<file path="config.mk">
export PLATFORM = sky130hd
export DESIGN_NAME = icache
export DESIGN_NICKNAME = d
export VERILOG_FILES = /design/src/rtl/icache.sv
export SDC_FILE = /design/constraint.sdc
export NUM_CORES = 1
export LEC_CHECK = 0
export ABC_CLOCK_PERIOD_IN_PS = 8210
export CAP_MARGIN = 0
export CORE_MARGIN = 3
export CORE_UTILIZATION = 45
export CTS_CLUSTER_DIAMETER = 40
export CTS_CLUSTER_SIZE = 8
export DETAILED_ROUTE_END_ITERATION = 8
export GPL_TIMING_DRIVEN = 0
export PLACE_DENSITY = 0.65
export SYNTH_ARGS = -nofsm -noshare
export SYNTH_HDL_FRONTEND = slang
export SYNTH_SLANG_ARGS = --single-unit
</file>
<file path="constraint.sdc">
create_clock -name CLK -period 8.21 [get_ports CLK]
set_input_delay 2.463 -clock CLK [delete_from_list [all_inputs] [get_ports CLK]]
set_output_delay 2.463 -clock CLK [all_outputs]
set_load 0.1 [all_outputs]
</file>
<file path="src/rtl/icache.sv">
// Direct-mapped, one-word-per-frame instruction cache.
// A hit is answered in the same cycle. A miss starts a memory fetch that always runs to
// completion, then the filled word hits on the next cycle.
// Optional build macro: ICACHE_HALT_INVAL_EN. When it is defined, every clock edge seen in
// IDLE with halt=1 clears all valid bits.
module icache #(
  parameter int unsigned NFRAMES = 16
) (
  input  logic        CLK,
  input  logic        nRST,
  input  logic        imemREN,
  input  logic [31:0] imemaddr,
  output logic        ihit,
  output logic [31:0] imemload,
  input  logic        halt,
  output logic        iREN,
  output logic [31:0] iaddr,
  input  logic [31:0] iload,
  input  logic        iwait
);

  localparam int unsigned IDXW = $clog2(NFRAMES);
  localparam int unsigned TAGW = 30 - IDXW;

  typedef enum logic [0:0] {StIdle, StFetch} state_e;

  state_e             state_q;
  logic [31:0]        addr_q;
  logic [NFRAMES-1:0] valid_q;
  logic [TAGW-1:0]    tag_q  [NFRAMES];
  logic [31:0]        data_q [NFRAMES];

  logic [IDXW-1:0] req_idx;
  logic [TAGW-1:0] req_tag;
  logic [IDXW-1:0] fill_idx;
  logic [TAGW-1:0] fill_tag;
  logic            hit;
  logic            fill;

  // Byte offset bits carry no information for word-aligned fetches.
  logic unused_offset;
  assign unused_offset = ^imemaddr[1:0];

  assign req_idx  = imemaddr[IDXW+1:2];
  assign req_tag  = imemaddr[31:IDXW+2];
  assign fill_idx = addr_q[IDXW+1:2];
  assign fill_tag = addr_q[31:IDXW+2];

  // Lookup and datapath-facing outputs. Hits are only served from IDLE.
  always_comb begin
    hit = 1'b0;
    if (imemREN && (state_q == StIdle) && valid_q[req_idx] && (tag_q[req_idx] == req_tag)) begin
      hit = 1'b1;
    end
    ihit     = hit;
    imemload = hit ? data_q[req_idx] : 32'h0;
  end

  // Memory-side outputs follow the state register, so an async reset drops them at once.
  always_comb begin
    iREN  = (state_q == StFetch);
    iaddr = (state_q == StFetch) ? addr_q : 32'h0;
    fill  = (state_q == StFetch) && !iwait;
  end

  // Control FSM. It owns the state, the latched miss address and the valid bits.
  always_ff @(posedge CLK or negedge nRST) begin
    if (!nRST) begin
      state_q <= StIdle;
      addr_q  <= 32'h0;
      valid_q <= '0;
    end else begin
      unique case (state_q)
        StIdle: begin
          if (imemREN && !hit && !halt) begin
            state_q <= StFetch;
            addr_q  <= imemaddr;
          end
`ifdef ICACHE_HALT_INVAL_EN
          if (halt) begin
            valid_q <= '0;
          end
`endif
        end
        StFetch: begin
          // Neither imemREN nor halt can abort a fetch that is in progress.
          if (!iwait) begin
            state_q           <= StIdle;
            valid_q[fill_idx] <= 1'b1;
          end
        end
        default: state_q <= StIdle;
      endcase
    end
  end

  // Tag and data arrays are never reset. The valid bits gate every use of them.
  always_ff @(posedge CLK) begin
    if (fill) begin
      tag_q[fill_idx]  <= fill_tag;
      data_q[fill_idx] <= iload;
    end
  end

endmodule

</file>
# Word-level counts from Yosys, hierarchy flattened
# Memory sizes are Yosys's and may differ from the RTL's.
# Cells that the tools add are included.
# totals
out_inout_bits	66
n_memories	2
ram_bits	928
reg_bits	49
# op_classes
reduce_logical	12
bitwise	3
order_cmp	3
mux	12
eq_ne	1
# memory_table
memory	depth	width	rd	rd_ports_with_merged_regs	write_ports	line	text
data_q	16	32	1	0	1	31	logic [31:0] data_q [NFRAMES];
tag_q	16	26	1	0	1	30	logic [TAGW-1:0] tag_q [NFRAMES];
# ops
op	n
$mux W32	2
$eq A26 B26 Y1	1
$or A16 B16 Y16	1
$lt A4 B5 Y1 const B	2
$logic_and A1 B1 Y1	7
$mux W1	7
$bmux W1 S4	1
$demux W1 S4	1
$ge A4 B1 Y1 const B	1
$reduce_and A2 Y1	2
$logic_not A1 Y1	3
$not A1 Y1	2
$pmux W1 S2	1

# Longest topological paths before layout
# logic_depth
ltp_word	10
mapped_depth	17
ltp_nobuf	9

# Worst setup path before layout
# No wires, ideal clock.
# synth_path
path_type	input-to-output
start	input port imemaddr[2]
end	output port imemload[22]
stages	12
arrival_ns	6.333
slack_ns	-0.586
path_buffers	9
required_time_ns	5.747
path_cell_list	buf_6 > buf_12 > buf_6 > buf_4 > buf_6 > buf_6 > buf_2 > buf_1 > buf_2 > mux4_2 > mux4_2 > nor2b_1
# synth_via
elab_chain_len	6
# synth_rtl
item	line	text
from (decl)	12	input logic [31:0] imemaddr,
branches (longest 5 deep; another with $mem_v2 Z16 W26)	-	
$mux W32 *	56	imemload = hit ? data_q[req_idx] : 32'h0;
to (decl)	14	output logic [31:0] imemload,
# Mark *: on every way between the ends. The select of a mux whose other input is x is not followed.

# Worst setup path in the final report
# layout_path
start	input port imemaddr[5]
end	output port imemload[22]
# The elaborated chain is that of the path after synthesis.

==> flow_summary.json <==
{
  "cts_buffers": 151,
  "crit_fanout": 10,
  "grt_pass1_vias": 20190,
  "skew_ns": 0.02081,
  "area_growth_pct": 25.65,
  "ir_worst_vdd_mv": 0.1541,
  "tightest_slew_ns": 1.028,
  "portBuffers": 131,
  "path_clk_slew_ns": 0.05,
  "hpwl_mm": 61.52,
  "slowest_delay_ns": 0.53,
  "drt-pass1-iter-count": 5,
  "cts_hold_buf": 0,
  "detail_route.iter0.violations": 2154,
  "clock_latency_ns": 0.72,
  "synth.distinct_cells": 48,
  "whs_ns": 0.4624,
  "grt_use_total_pct": 22.52,
  "coreArea_um2": 83820,
  "grt_pass1_wl_mm": 142.2,
  "totalPowerFinal_w": 0.01259,
  "num-fill-cells": 6111,
  "synth_seq_area_share_pct": 76.37,
  "antenna_found_initial": 5,
  "cts_root_buf": "clkbuf_16",
  "final_cell_mix": "edfxtp_1, mux4_2, clkbuf_16",
  "slew_viol_final": 0,
  "drc": 0,
  "fin_cells": 3275,
  "finalSetupViolCount": 0,
  "synthArstFlopShare_pct": 5.015,
  "crit_type": "input port to primary output",
  "fp.dieW_um": 297.0,
  "worstSetupStartpointType": "input port",
  "synth_nets": 1741,
  "synth-seq-cells": 977,
  "syn_area_um2": 38090,
  "cts_tree": "done",
  "start_util_pct": 45.45,
  "synth_flop_cell": "edfxtp_1",
  "maxCapViolations": 0,
  "max_clock_freq_ghz": 0.1226,
  "status": "finished clean",
  "wirelength_mm": 99.09,
  "synth_edf_count": 928,
  "wl_per_cell_um": 30.26,
  "crit_arrival_ns": 5.69,
  "overflow": 0,
  "timing.critical_path.slowest_stage_cell": "buf_2",
  "power_density_nw_per_um2": 263.1,
  "drive_gt1_share_pct": 35.75,
  "dieArea_um2": 88180,
  "critPathCaptureType": "primary output",
  "avgSynthCellArea_um2": 22.78,
  "finalCritPeriodShare_pct": 99.31,
  "nets": 2121,
  "timing.hold.worst.class": "flip-flop to flip-flop",
  "total_leakage_power_nw": 15.97,
  "gp_congestion": 0.8129,
  "cts_buffer_depth": 3,
  "via_count": 19070,
  "vias_per_cell": 5.822,
  "grt_max_degree": 50,
  "die_h_um": 297.0,
  "place_inst": 3008,
  "worst_ep_required_time_ns": 5.75,
  "synth_cells": 1672,
  "place_ws_ns": -4.024,
  "cp_cell_sequence": "clkbuf_2, inv_1, buf_2, mux2i_1, a21oi_1, xnor2_1, nand4_1, nor4_4, nand4_1, buf_6, buf_12, clkbuf_16, nor2b_4, buf_12",
  "layout_commonest_cell": "edfxtp_1",
  "postRouteAntennaNets": 0,
  "h-tree-depth": 4,
  "min_period_ns": 8.153,
  "clock-sinks": 977,
  "hold_viol": 0,
  "rsz0062_at_grt": "no",
  "utilization_pct": 57.10,
  "rows": 106,
  "ios": 135,
  "ys.warnings.count": 0,
  "max-slew-margin-rel_pct": 31.24,
  "worst_slack_ns": 0.05652
}
## flip-flops by register name, summed over array words and instances, names as in the netlist
name	flops
data_q	512
addr_q	32
iREN	1
valid_q	16
tag_q	416
## cells by family after synthesis
| logic type | count (synthesis) | synth area share, % |
|---|---|---|
| compound gates | 49 | 0.8934 |
| xor+xnor | 41 | 0.9427 |
| buf+inv | 89 | 1.268 |
| flops | 977 | 76.37 |
| mux | 348 | 18.04 |
| simple gates | 168 | 2.483 |
## synthesized netlist by cell type, types with 4 or more instances
master / count / area (um^2)
mux4_2: 245 / 5518
dfrtp_1: 49 / 1226
nor2_1: 21 / 78.83
nand2b_1: 8 / 50.05
mux2_2: 13 / 146.4
mux2i_1: 51 / 510.5
a221oi_1: 10 / 87.58
or2_2: 18 / 112.6
buf_1: 9 / 33.78
buf_2: 25 / 125.1
o22ai_1: 8 / 50.05
nor4_1: 4 / 25.02
xnor2_1: 21 / 183.9
and2_1: 33 / 206.5
edfxtp_1: 928 / 27870
clkbuf_1: 38 / 142.6
mux2_4: 29 / 435.4
buf_4: 4 / 30.03
o21ai_0: 8 / 40.04
nor3_1: 8 / 40.04
buf_12: 4 / 80.08
nand3_1: 5 / 25.02
nand2_1: 20 / 75.07
mux4_1: 10 / 262.8
a21oi_1: 7 / 35.03
nor2b_1: 36 / 225.2
buf_6: 5 / 56.30
xor2_1: 20 / 175.2
## power breakdown
group	switching [W]	leakage, nW	internal (W)
Combinational	0.000566	4.85	0.000423
Clock	0.00214	2.18	0.00356
Sequential	0.000170	8.94	0.00574
## routing by layer
layer,GRT usage [%],vias to the layer above,routed length [um]
li1,-,7788,-
met1,29.01,10250,38140
met2,38.25,848,51370
met3,4.788,178,6979
met4,7.718,2,2585
met5,0,-,20
## worst max-delay path, delay by kind of cell
kind | cells | cell delay (ns)
AO/OA/AOI/OAI | 1 | 0.34
XOR/XNOR | 1 | 0.19
buffers and inverters | 7 | 1.70
multiplexers | 1 | 0.17
AND/OR/NAND/NOR | 4 | 0.81
## layout make-up
type | count | area (um^2) | area share, %
sequential | 977 | 29090 | 60.78
multi-input combinational | 606 | 8879 | 18.55
clock buffer | 204 | 4101 | 8.569
timing repair buffer | 228 | 2984 | 6.234
tap | 1134 | 1419 | 2.964
buffer | 84 | 978.4 | 2.044
clock inverter | 34 | 384.1 | 0.8025
inverter | 4 | 16.27 | 0.03398
antenna | 4 | 10.01 | 0.02091
## path summary, 6_finish.rpt
path	slack (ns)	to	from	depth (start not counted)
worst min register to register	0.46	valid_q[8]	valid_q[8]	1
worst min-delay path	0.46	valid_q[8]	valid_q[8]	1
worst max-delay path	0.06	imemload[22]	imemaddr[5]	14
min in group asynchronous	1.85	addr_q[10]	nRST	1
max in group asynchronous	5.80	addr_q[24]	nRST	1
worst max register to register	4.60	addr_q[24]	tag_q[3][11]	12
## per-stage QoR
stage | cell area (um^2) | TNS (ns)
after floorplan | 38170 | -3.678
after global placement | 40900 | -2724.22
after detailed placement | 42190 | -142.14
after CTS | 47460 | -0.3162
after global routing | 47850 | 0
final | 47860 | 0
## timing repair
item	4_1_cts	5_1_grt
setup buffers	10	12
setup endpoints to repair	33	33
gates cloned	1	3
pin swaps	4	10
resized for setup	452	49
Power figures use the tool's default switching activity.
